<file path="src/rtl/mem_port_arbiter.sv">
// Arbitrates a Y86 fetch port (two 64-bit beats -> 80-bit instruction) and a memory-stage
// port onto one shared memory bus. Optional abort timer: define MEM_ARB_TIMEOUT_EN.
module mem_port_arbiter (
  input  logic        clk,
  input  logic        reset_n,
  input  logic        f_req,
  input  logic [63:0] f_addr,
  input  logic        m_req,
  input  logic        m_we,
  input  logic [63:0] m_addr,
  input  logic [63:0] m_wdata,
  output logic        f_done,
  output logic [79:0] f_instr,
  output logic        m_done,
  output logic [63:0] m_rdata,
  output logic        f_wait,
  output logic        m_wait,
  output logic [3:0]  f_stat,
  output logic [3:0]  m_stat,
  output logic        mem_req,
  output logic        mem_we,
  output logic [63:0] mem_addr,
  output logic [63:0] mem_wdata,
  input  logic        mem_ack,
  input  logic [63:0] mem_rdata,
  input  logic        mem_err
);

  typedef enum logic [1:0] {IDLE, F_BEAT0, F_BEAT1, M_XFER} state_t;

  localparam logic [3:0] STAT_AOK = 4'd1;
  localparam logic [3:0] STAT_ADR = 4'd3;

  state_t      r_state;
  logic        r_last_m;
  logic        r_mem_req;
  logic        r_mem_we;
  logic [63:0] r_mem_addr;
  logic [63:0] r_mem_wdata;
  logic        r_f_done;
  logic        r_m_done;
  logic [79:0] r_f_instr;
  logic [63:0] r_m_rdata;
  logic [3:0]  r_f_stat;
  logic [3:0]  r_m_stat;

  logic w_f_avail;
  logic w_m_avail;
  logic w_grant_m;
  logic w_grant_f;
  logic w_timeout;

  // A requester whose done is showing this cycle is still holding its old request.
  assign w_f_avail = f_req & ~r_f_done;
  assign w_m_avail = m_req & ~r_m_done;
  assign w_grant_m = w_m_avail & (~w_f_avail | ~r_last_m);
  assign w_grant_f = w_f_avail & ~w_grant_m;

`ifdef MEM_ARB_TIMEOUT_EN
  logic [3:0] r_cnt;

  // Abort on the edge at which the wait count would reach 15.
  assign w_timeout = r_mem_req & ~mem_ack & (r_cnt == 4'd14);

  always_ff @(posedge clk) begin
    if (!reset_n) begin
      r_cnt <= 4'd0;
    end else if (r_state == IDLE || mem_ack) begin
      r_cnt <= 4'd0;
    end else begin
      r_cnt <= r_cnt + 4'd1;
    end
  end
`else
  assign w_timeout = 1'b0;
`endif

  always_ff @(posedge clk) begin
    if (!reset_n) begin
      r_state     <= IDLE;
      r_last_m    <= 1'b0;
      r_mem_req   <= 1'b0;
      r_mem_we    <= 1'b0;
      r_mem_addr  <= 64'd0;
      r_mem_wdata <= 64'd0;
      r_f_done    <= 1'b0;
      r_m_done    <= 1'b0;
      r_f_instr   <= 80'd0;
      r_m_rdata   <= 64'd0;
      r_f_stat    <= STAT_AOK;
      r_m_stat    <= STAT_AOK;
    end else begin
      r_f_done <= 1'b0;
      r_m_done <= 1'b0;
      case (r_state)
        IDLE: begin
          if (w_grant_m) begin
            r_state     <= M_XFER;
            r_last_m    <= 1'b1;
            r_mem_req   <= 1'b1;
            r_mem_we    <= m_we;
            r_mem_addr  <= m_addr;
            r_mem_wdata <= m_wdata;
          end else if (w_grant_f) begin
            r_state     <= F_BEAT0;
            r_last_m    <= 1'b0;
            r_mem_req   <= 1'b1;
            r_mem_we    <= 1'b0;
            r_mem_addr  <= f_addr;
            r_mem_wdata <= 64'd0;
          end
        end
        F_BEAT0: begin
          if (mem_ack && !mem_err) begin
            r_f_instr[63:0] <= mem_rdata;
            r_mem_addr      <= r_mem_addr + 64'd8;
            r_state         <= F_BEAT1;
          end else if (mem_ack || w_timeout) begin
            r_f_done  <= 1'b1;
            r_f_stat  <= STAT_ADR;
            r_mem_req <= 1'b0;
            r_state   <= IDLE;
          end
        end
        F_BEAT1: begin
          if (mem_ack || w_timeout) begin
            if (mem_ack && !mem_err) r_f_instr[79:64] <= mem_rdata[15:0];
            r_f_done  <= 1'b1;
            r_f_stat  <= (mem_ack && !mem_err) ? STAT_AOK : STAT_ADR;
            r_mem_req <= 1'b0;
            r_state   <= IDLE;
          end
        end
        M_XFER: begin
          if (mem_ack || w_timeout) begin
            if (mem_ack && !mem_err && !r_mem_we) r_m_rdata <= mem_rdata;
            r_m_done  <= 1'b1;
            r_m_stat  <= (mem_ack && !mem_err) ? STAT_AOK : STAT_ADR;
            r_mem_req <= 1'b0;
            r_state   <= IDLE;
          end
        end
        default: r_state <= IDLE;
      endcase
    end
  end

  assign f_done    = r_f_done;
  assign m_done    = r_m_done;
  assign f_instr   = r_f_instr;
  assign m_rdata   = r_m_rdata;
  assign f_stat    = r_f_stat;
  assign m_stat    = r_m_stat;
  assign mem_req   = r_mem_req;
  assign mem_we    = r_mem_we;
  assign mem_addr  = r_mem_addr;
  assign mem_wdata = r_mem_wdata;
  assign f_wait    = f_req & ~r_f_done;
  assign m_wait    = m_req & ~r_m_done;

endmodule

</file>
<file path="config.mk">
export PLATFORM = sky130hd
export DESIGN_NAME = mem_port_arbiter
export DESIGN_NICKNAME = d
export VERILOG_FILES = /design/src/rtl/mem_port_arbiter.sv
export SDC_FILE = /design/constraint.sdc
export NUM_CORES = 1
export LEC_CHECK = 0
export ABC_AREA = 0
export CAP_MARGIN = 10
export CORE_AREA = 2 2 211 213
export CTS_CLUSTER_DIAMETER = 80
export DETAILED_ROUTE_END_ITERATION = 8
export DIE_AREA = 0 0 213 215
export PLACE_DENSITY_LB_ADDON = 0.15
export SYNTH_ARGS = -nofsm -noshare
export SYNTH_HDL_FRONTEND = slang
export SYNTH_SLANG_ARGS = --single-unit
</file>
<file path="constraint.sdc">
create_clock -name clk -period 6.85 [get_ports clk]
set_input_delay 1.7125 -clock clk [delete_from_list [all_inputs] [get_ports clk]]
set_output_delay 1.7125 -clock clk [all_outputs]
set_load 0.01 [all_outputs]
</file>
---- After elaboration in Yosys (flattened, before gate mapping) ----
Cells that the tools add are included.
storage, ports and cells
  bits in registers ....................... 287
  bits of input ports ..................... 263
  output and inout bits ................... 286
  logic and storage cells ................. 77
operators by class
  add/subtract/negate cells ............... 1
  equality and inequality tests ........... 8
  multiplexer cells ....................... 27
  bitwise logic cells ..................... 10
  reduce and logical (&&, ||, !) cells .... 18
operator list
  operator                 count
  $mux W64                 5
  $pmux W64 S2             1
  $add A64 B4 Y64 const B  1
  $mux W4                  3
  $mux W2                  5
  $reduce_and A2 Y1        5
  $mux W1                  9
  $reduce_and A3 Y1        3
  $ne A2 B2 Y1 const B     4
  $pmux W4 S2              1
  $pmux W2 S3              1
  $reduce_bool A2 Y1       3
  $not A1 Y1               5
  $and A1 B1 Y1            4
  $eq A2 B2 Y1 const B     2
  $reduce_and A4 Y1        1
  $ne A3 B3 Y1 const B     1
  $pmux W1 S3              1
  $eq A2 B1 Y1 const B     1
  $logic_and A1 B1 Y1      2
  $logic_not A1 Y1         2
  $logic_not A2 Y1         1
  $pmux W1 S2              1
  $reduce_or A2 Y1         1
  $or A1 B1 Y1             1

---- Depth between registers and ports, before layout ----
Gate-level depths: netlist of run 1.
  word-level depth ........................ 10
  depth in mapped cells ................... 10
  mapped depth without buffers ............ 8

---- Worst setup path before layout of run 1 ----
OpenSTA, ideal clock, no wires.
  kind .................................... input to output
  from .................................... input port f_req
  to ...................................... output port f_wait
  data arrival time ....................... 2.057 ns
  required time ........................... 5.137 ns
  setup slack ............................. 3.081 ns
  stages .................................. 2
  buffers on the path ..................... 1
  path through ............................ nor2b_1 clkbuf_1
on the way
  cells in the longest elaborated chain, start to end .. 1
ends and longest elaborated chain
  what           RTL line  RTL
  from (decl)    6         input logic f_req,
  $and A1 B1 Y1  158       assign f_wait = f_req & ~r_f_done;
  to (decl)      16        output logic f_wait,
Every way passes these cells.

---- Worst setup path in the final report of run 1 ----
Same ends and word-level chain as after synthesis.

==> flow_summary.toml, run 1 <==
[run_status]
status = "finished clean"

[synthesis]
synth_cells = 1651
async_reset_ff_frac = 0
synthFlopType = "dfxtp_1"
synth_area_sq_um = 12400
seq_area_frac_synth = 0.455
synth-edff-count = 0
ys_ff_latch = 281
yosys.cell_types.count = 59
yosysWarnings = 0
synth_area_per_cell_sq_um = 7.49

[placement]
port_buffers = 542
placedCellCount = 2672
place_congestion = 0.869
place_area_sq_um = 18200
dp_hpwl_um = 38900

[worst_setup_path]
path_class = "primary input to output port"
cp-end-kind = "output port"
crit_top_cell = "clkdlybuf4s50_1"
crit_path_start_kind = "primary input"
worst_path_max_delay_cell = "clkdlybuf4s50_1"
required_ns = 5.14
worst_path_dominant_cell_family = "buffers and inverters"
worstPathArrival_ns = 3.24
reg2reg_slack_ns = 3.50
worstPathMaxFanout = 7
cp_num_buf_inv = 3
cpPeakStageDelay_ns = 0.59
cp_cell_sequence = "clkdlybuf4s50_1, nor2b_1, buf_4, clkdlybuf4s50_1"

[cts]
cts_root_buf = "clkbuf_16"
cts_htree_levels = 2
cts_tree = "built"
post-cts-setup-buffers = 0
clk_pin_slew_worst_paths_ns = 0.05
clk_path_buf_depth = 3
cts_num_sinks = 281
post_cts_resized = 0
cts_made_buffers = 35
clock_latency_ns = 0.55
cts-hold-fix-buffers = 0

[global_route]
antenna_found_initial = 3
overflow = 0
grt_first_pass_wirelength_um = 82600
grt_usage = 0.234
grt_max_degree = 98
grt_pass1_vias = 13577

[pwr]
p_leak_nw = 6.72
power_per_cell_area_nw_per_um2 = 282
ir_worst_vdd_v = 0.000213

[routing]
num_vias = 13806
wirelength_um = 55300
drc_errors = 0
first_pass_iters = 5
viasPerCell = 5.05
wl_per_cell_um = 20.2
detail-route-antenna-nets = 0
drt_iter0_markers = 1060

[floorplan]
die_area_sq_um = 45800
core_region_area_sq_um = 43600
die_h_um = 215
rows = 77
io_pins = 549
die_w_um = 213
initial_core_util = 0.283

[finish]
final_cells = 2733
drive_above_1_share = 0.0430
syn_to_final_growth_pct = 56.6
nNetsFinal = 2386
fin_area_sq_um = 19400

[sta]
finalSetupTns_ns = 0
rsz0062_at_grt = "false"
finalHoldViolations = 0
slew_headroom = 0.304
fin_skew_ns = 0.0163
fmax_mhz = 202
setup_viol = 0
drv_slew = 0
fin_crit_ns = 4.95
worst_pin_slew_ns = 1.04
fin_crit_sh = 0.723

[hold_path]
hold_class = "register to register"

[run]
cap_violations = 0
## cell usage in the layout, fill, tap and decap left out, types with 3 or more instances in the layout
master	count
clkdlybuf4s50_1	541
nand2_1	459
dfxtp_1	281
a21oi_1	228
nor2_1	115
a22oi_1	70
nand3_1	52
nor3_1	37
o21ai_0	37
clkbuf_16	35
mux2i_1	26
nand4_1	23
and3_1	22
buf_4	17
a31oi_1	16
or3_1	12
nor4_1	11
o22ai_1	10
clkbuf_8	10
inv_1	9
and4_1	9
and2_1	8
o211ai_1	8
or4_1	7
a211oi_1	7
clkbuf_1	7
conb_1	6
o221a_2	5
ha_1	5
nand3b_1	4
a21o_1	4
nor2b_1	3
o31a_1	3
clkinv_2	3
## flip-flops by register name, indices dropped and copies added (netlist names)
name and flops:
f_done 1, f_instr 80, f_stat 1, m_done 1, m_rdata 64, m_stat 1, mem_addr 64, mem_req 1
mem_wdata 64, mem_we 1, r_last_m 1, r_state 2
## routing by layer
metal  track usage  vias to the layer above  part of all wire
met3        0.0675                      101             0.090
met1         0.279                     6454              0.40
met4         0.101                        2             0.040
li1              -                     6660                 -
met5             0                        -           0.00018
met2         0.389                      589              0.47
## logic make-up after synthesis
kind of cell | Yosys count | synth area share
and+or+nand+nor | 774 | 0.270
adders and majority gates | 6 | 0.00607
AOI/OAI and AO/OA | 417 | 0.201
other | 2 | 0.000607
muxes | 27 | 0.0219
DFF | 281 | 0.455
buffers and inverters | 144 | 0.0457
## cell usage after synthesis, types with 3 or more instances
cell type,instances,area share
and4_1,9,0.0064
a21o_1,5,0.0030
ha_1,6,0.0061
or3_1,12,0.0061
and3_1,22,0.011
nand4_1,23,0.012
and2_1,8,0.0040
a21oi_1,229,0.093
a22oi_1,70,0.042
nor3_1,37,0.015
o21ai_0,38,0.015
nand3_1,52,0.021
o211ai_1,8,0.0049
nor2b_1,3,0.0015
nor4_1,11,0.0056
nand3b_1,4,0.0024
dfxtp_1,281,0.45
a211oi_1,7,0.0042
buf_1,9,0.0027
o32ai_1,3,0.0021
buf_4,6,0.0036
inv_1,10,0.0030
nor2_1,116,0.035
clkbuf_1,117,0.035
nand2_1,460,0.14
or4_1,7,0.0042
o31a_1,3,0.0021
o22ai_1,10,0.0051
mux2i_1,26,0.021
a31oi_1,16,0.0081
o221a_2,5,0.0046
## power by group
part | switching (mW) | internal (mW) | total, mW
Combinational | 0.851 | 0.709 | 1.56
Clock | 0.762 | 1.09 | 1.85
Sequential | 0.221 | 1.82 | 2.04
Total | 1.83 | 3.62 | 5.45
## final cells by class
class,count,area (sq um)
Clock buffer,52,1040
Sequential cell,281,5630
Timing Repair Buffer,559,5550
Fill cell,4363,24300
Multi-Input combinational cell,1230,6270
Inverter,10,45.0
Tap cell,592,741
Antenna cell,2,5.00
Clock inverter,7,97.6
## tightest hold or removal path: cells and delay by family, from the launching register on
kind	cells	cell delay (ns)
AOI/OAI and AO/OA	1	0.05
DFF	1	0.30
and+or+nand+nor	1	0.05
## metrics by stage
step	hold slack, ns	utilization	power [mW]	worst slack (ns)
after detailed placement	0.445	0.418	3.63	1.94
after global routing	0.468	0.444	5.71	1.85
after CTS	0.453	0.444	5.51	1.92
after global placement	0.441	0.418	3.61	1.92
after floorplan	0.481	-	2.78	3.08
final	0.450	0.444	5.45	1.90
## final timing paths
check | startpoint | to | cells after the start
min | f_instr[17]$_SDFFE_PN0P_ | f_instr[17]$_SDFFE_PN0P_ | 2
max reg2reg | r_state[1]$_SDFFE_PN0P_ | mem_addr[31]$_SDFFE_PN0P_ | 9
min reg2reg | f_instr[17]$_SDFFE_PN0P_ | f_instr[17]$_SDFFE_PN0P_ | 2
max | f_req | f_wait | 4
(Power assumes the default switching activity.)
==> run 2: changes to the inputs <==
--- a/config.mk
+++ b/config.mk
@@ -7,10 +7,10 @@
 export LEC_CHECK = 0
 export ABC_AREA = 0
 export CAP_MARGIN = 10
-export CORE_AREA = 2 2 211 213
+export CORE_AREA = 2 2 215 217
 export CTS_CLUSTER_DIAMETER = 80
 export DETAILED_ROUTE_END_ITERATION = 8
-export DIE_AREA = 0 0 213 215
+export DIE_AREA = 0 0 217 219
 export PLACE_DENSITY_LB_ADDON = 0.15
 export SYNTH_ARGS = -nofsm -noshare
 export SYNTH_HDL_FRONTEND = slang
==> constraint.sdc (replaced) <==
create_clock -name clk -period 4.91 [get_ports clk]
set_input_delay 1.2275 -clock clk [delete_from_list [all_inputs] [get_ports clk]]
set_output_delay 1.2275 -clock clk [all_outputs]
set_load 0.01 [all_outputs]
==> run 2 against run 1 <==
  * Cell count increased by 0.48%
  * Final area increased by 0.54%
  * Critical path depth unchanged
  * Combinational power increased by 41%
  * Highest routed layer unchanged
  * Core utilization decreased by 1.2 points
  * Largest power group unchanged
==> flow_summary.toml, run 2 (synthesis results as in run 1) <==
[cts]
cts-hold-fix-buffers = 0
cts_num_sinks = 281
clk_pin_slew_worst_paths_ns = 0.05
clk_path_buf_depth = 3
post_cts_resized = 0
cts_htree_levels = 2
cts_made_buffers = 36
cts_tree = "built"
cts_root_buf = "clkbuf_16"
clock_latency_ns = 0.55
post-cts-setup-buffers = 0

[placement]
port_buffers = 542
place_area_sq_um = 18300
place_congestion = 0.920
placedCellCount = 2683
dp_hpwl_um = 38800

[pwr]
p_sw_frac = 0.332
p_leak_nw = 6.76
switching_power_mw = 2.54
seq_power_share = 0.371
ir_worst_vdd_v = 0.000226
clockPowerShare = 0.342
pwr-share-comb = 0.287
power_per_cell_area_nw_per_um2 = 393
p_int_mw = 5.12

[floorplan]
initial_core_util = 0.274
die_w_um = 217
die_h_um = 219
die_area_sq_um = 47500
rows = 78
io_pins = 549
core_region_area_sq_um = 45100

[run_status]
status = "finished clean"

[routing]
wl_per_cell_um = 19.8
viasPerCell = 5.00
detail-route-antenna-nets = 0
wirelength_um = 54400
first_pass_iters = 5
drc_errors = 0
drt_iter0_markers = 906
num_vias = 13734

[worst_setup_path]
path_class = "primary input to output port"
r2r_start = "r_state[1]$_SDFFE_PN0P_"
worstReg2RegEnd = "mem_addr[63]$_SDFFE_PN0P_"
reg2reg_slack_ns = 1.55
required_ns = 3.68
worstPathArrival_ns = 2.79
worstPathMaxFanout = 7
crit_path_start_kind = "primary input"
cp-end-kind = "output port"
r2r_cells = 9

[hold_path]
hold_class = "register to register"
min_path_cells = 2
hold_end = "f_instr[12]$_SDFFE_PN0P_"
worstHoldStart = "f_instr[12]$_SDFFE_PN0P_"

[sta]
fin_skew_ns = 0.0264
rsz0062_at_grt = "false"
fin_hold_ws_ns = 0.451
slew_headroom = 0.298
fmax_mhz = 249
worst_pin_slew_ns = 1.05
finalHoldViolations = 0
drv_slew = 0
fin_crit_sh = 0.818
finalSetupTns_ns = 0
setup_viol = 0
fin_crit_ns = 4.02

[finish]
nFillCells = 4613
fin_area_sq_um = 19500
final_common_cell = "clkdlybuf4s50_1"
syn_to_final_growth_pct = 57.4
n_antenna_cell = 0
nNetsFinal = 2390
final_cells = 2746
multi_input_area_sq_um = 6260
final_core_util = 0.432
drive_above_1_share = 0.0452
most-common-layout-cells = "541 x clkdlybuf4s50_1, 459 x nand2_1, 281 x dfxtp_1"
largest_reg_flops = 80
regArea_sq_um = 5630

[run]
cap_violations = 0

[global_route]
grt_pass1_vias = 13221
grt_first_pass_wirelength_um = 80400
antenna_found_initial = 1
grt_max_degree = 157
grt_usage = 0.218
overflow = 0
[run 2: cell count changes in the layout (fill, tap and decap cells not counted), sizes merged]
cell,change
diode,-2
inv,+1
bufinv,+1
clkinvlp,+1
clkinv,+1
buf,+3
[run 2: worst max path at each step]
| stage | slack (ns) | start | to |
|---|---|---|---|
| after global placement | 0.87 | f_req | f_wait |
| final | 0.89 | f_req | f_wait |
| after floorplan | 1.83 | f_req | mem_addr[53]$_SDFFE_PN0P_ |
| after CTS | 0.89 | f_req | f_wait |
| after detailed placement | 0.91 | f_req | f_wait |
| after global routing | 0.83 | f_req | f_wait |
[run 2: stage by stage]
step	setup slack, ns	power [mW]
floorplan	1.83	3.88
detailed placement	0.910	5.08
CTS	0.890	7.75
global route	0.829	8.02
global placement	0.874	5.06
finish	0.894	7.66
[run 2: layout make-up]
cell class	count	share of cell area
repair buffers	562	0.289
multi-input cells	1230	0.322
flip-flops and latches	281	0.289
clock inverters	11	0.00707
inverters	10	0.00231
clock buffers	52	0.0529
well taps	600	0.0385
[run 2: layer usage]
metal / up-vias / wire length [um] / global-route usage
met3: 96 / 4650 / 0.0638
met5: - / 9 / 0
met1: 6429 / 21700 / 0.257
li1: 6669 / - / -
met2: 538 / 26000 / 0.366
met4: 2 / 2100 / 0.0947
[run 2: power by group through the flow]
stage	Combinational [mW]	Clock, mW	Sequential, mW
after global placement	2.18	0	2.87
after detailed placement	2.20	0	2.88
after CTS	2.21	2.71	2.84
after floorplan	0.974	0	2.90
final	2.20	2.62	2.84
after global routing	2.37	2.78	2.88
[run 2: critical path, stage by stage]
cell,delay [ns]
clkdlybuf4s50_1,0.54
nor2b_1,0.22
buf_4,0.23
clkdlybuf4s50_1,0.56
==> run 3: changes to the inputs <==
--- a/config.mk
+++ b/config.mk
@@ -7,10 +7,10 @@
 export LEC_CHECK = 0
 export ABC_AREA = 0
 export CAP_MARGIN = 10
-export CORE_AREA = 2 2 215 217
+export CORE_AREA = 2 2 213 215
 export CTS_CLUSTER_DIAMETER = 80
 export DETAILED_ROUTE_END_ITERATION = 8
-export DIE_AREA = 0 0 217 219
+export DIE_AREA = 0 0 215 217
 export PLACE_DENSITY_LB_ADDON = 0.15
 export SYNTH_ARGS = -nofsm -noshare
 export SYNTH_HDL_FRONTEND = slang
==> constraint.sdc (replaced) <==
create_clock -name clk -period 3.28 [get_ports clk]
set_input_delay 0.82 -clock clk [delete_from_list [all_inputs] [get_ports clk]]
set_output_delay 0.82 -clock clk [all_outputs]
set_load 0.01 [all_outputs]
==> run 3 against run 2 <==
  * First-iteration DRC count is 0.11% lower
  * Register-to-register slack got worse by 1.2 ns
  * Via count is 2.6% higher
  * Critical path type unchanged
==> flow_summary.toml, run 3 (synthesis results as in run 1) <==
[run_status]
status = "finished clean"

[floorplan]
initial_core_util = 0.277
core_region_area_sq_um = 44700
die_h_um = 217
die_w_um = 215
rows = 78
die_area_sq_um = 46700
io_pins = 549

[sta]
drv_slew = 0
slew_headroom = 0.310
fin_skew_ns = 0.00942
fmax_mhz = 316
fin_hold_ws_ns = 0.452
finalSetupTns_ns = 0
rsz0062_at_grt = "false"
worst_pin_slew_ns = 1.03
finalHoldViolations = 0
setup_viol = 0
worst_slack_ns = 0.118
fin_crit_sh = 0.964
fin_crit_ns = 3.16

[routing]
drc_errors = 0
viasPerCell = 5.08
first_pass_iters = 7
num_vias = 14093
detail-route-antenna-nets = 0
wirelength_um = 55800
wl_per_cell_um = 20.1
drt_iter0_markers = 905

[finish]
largest_reg_flops = 80
most-common-layout-cells = "541 x clkdlybuf4s50_1, 459 x nand2_1, 281 x dfxtp_1"
syn_to_final_growth_pct = 59.9
fin_area_sq_um = 19800
final_common_cell = "clkdlybuf4s50_1"
nNetsFinal = 2416
final_cells = 2776
drive_above_1_share = 0.0585
final_core_util = 0.443

[worst_setup_path]
crit_top_cell = "clkdlybuf4s50_1"
r2r_cells = 6
worst_path_max_delay_cell = "clkdlybuf4s50_1"
cp-end-kind = "output port"
worstPathMaxFanout = 5
path_class = "primary input to output port"
cpPeakStageDelay_ns = 0.63
required_ns = 2.46
r2r_start = "mem_addr[4]$_SDFFE_PN0P_"
crit_path_start_kind = "primary input"
worstPathArrival_ns = 2.34
cp_cell_sequence = "clkdlybuf4s50_1, nor2b_1, buf_4, clkdlybuf4s50_1"
reg2reg_slack_ns = 0.40
worstReg2RegEnd = "mem_addr[44]$_SDFFE_PN0P_"

[global_route]
grt_max_degree = 80
overflow = 0
grt_usage = 0.229
grt_first_pass_wirelength_um = 83700
antenna_found_initial = 5
grt_pass1_vias = 13534

[cts]
cts_tree = "built"
post-cts-setup-buffers = 0
cts_made_buffers = 35
cts_htree_levels = 2
cts_root_buf = "clkbuf_16"
cts_num_sinks = 281
cts-hold-fix-buffers = 0
clk_pin_slew_worst_paths_ns = 0.06
clock_latency_ns = 0.54
clk_path_buf_depth = 3
post_cts_resized = 0

[hold_path]
hold_end = "m_rdata[6]$_SDFFE_PN0P_"
min_path_cells = 2
hold_class = "register to register"
worstHoldStart = "m_rdata[6]$_SDFFE_PN0P_"

[placement]
place_area_sq_um = 18600
post-place-ws_ns = 0.0398
dp_hpwl_um = 39500
port_buffers = 542
place_congestion = 0.905
placedCellCount = 2710

[pwr]
p_total_mw = 11.6
p_leak_nw = 6.93
power_per_cell_area_nw_per_um2 = 588
ir_worst_vdd_v = 0.000405

[run]
cap_violations = 0
## run 3: worst max-delay path by stage
stage / from / endpoint / slack, ns / cells past startpoint
5_1_grt: f_req / f_wait / 0.13 / 4
2_1_floorplan: f_req / mem_addr[53]$_SDFFE_PN0P_ / 0.61 / 9
4_1_cts: f_req / f_wait / 0.16 / 4
3_3_place_gp: m_req / mem_addr[54]$_SDFFE_PN0P_ / 0.14 / 8
3_5_place_dp: m_req / mem_addr[54]$_SDFFE_PN0P_ / 0.04 / 8
6_report: f_req / f_wait / 0.12 / 4
## run 3: worst max-delay path: cells and delay by family
family,cells,cell delay [ns]
buf+inv,3,1.35
simple gates,1,0.17
## run 3: where the power goes
part | switching [mW] | leakage, nW | total (mW) | internal (mW)
Clock | 1.58 | 0.585 | 3.97 | 2.38
Sequential | 0.450 | 2.29 | 4.25 | 3.80
Combinational | 1.83 | 4.06 | 3.43 | 1.60
## run 3: layout make-up
class                      instances  area [sq um]
antenna                            5          12.5
clock buffer                      48          1040
clock inverter                    13           140
fill                            4556         24900
inverter                          10          45.0
multi-input combinational       1230          6260
sequential                       281          5630
tap                              600           751
timing repair buffer             589          5910
## run 3: routing by layer
| layer | track usage | routed length, um | vias up |
|---|---|---|---|
| met5 | 0 | 13 | - |
| met3 | 0.0642 | 4870 | 100 |
| met1 | 0.273 | 22100 | 6672 |
| met4 | 0.0876 | 1860 | 2 |
| li1 | - | - | 6713 |
| met2 | 0.393 | 26900 | 606 |
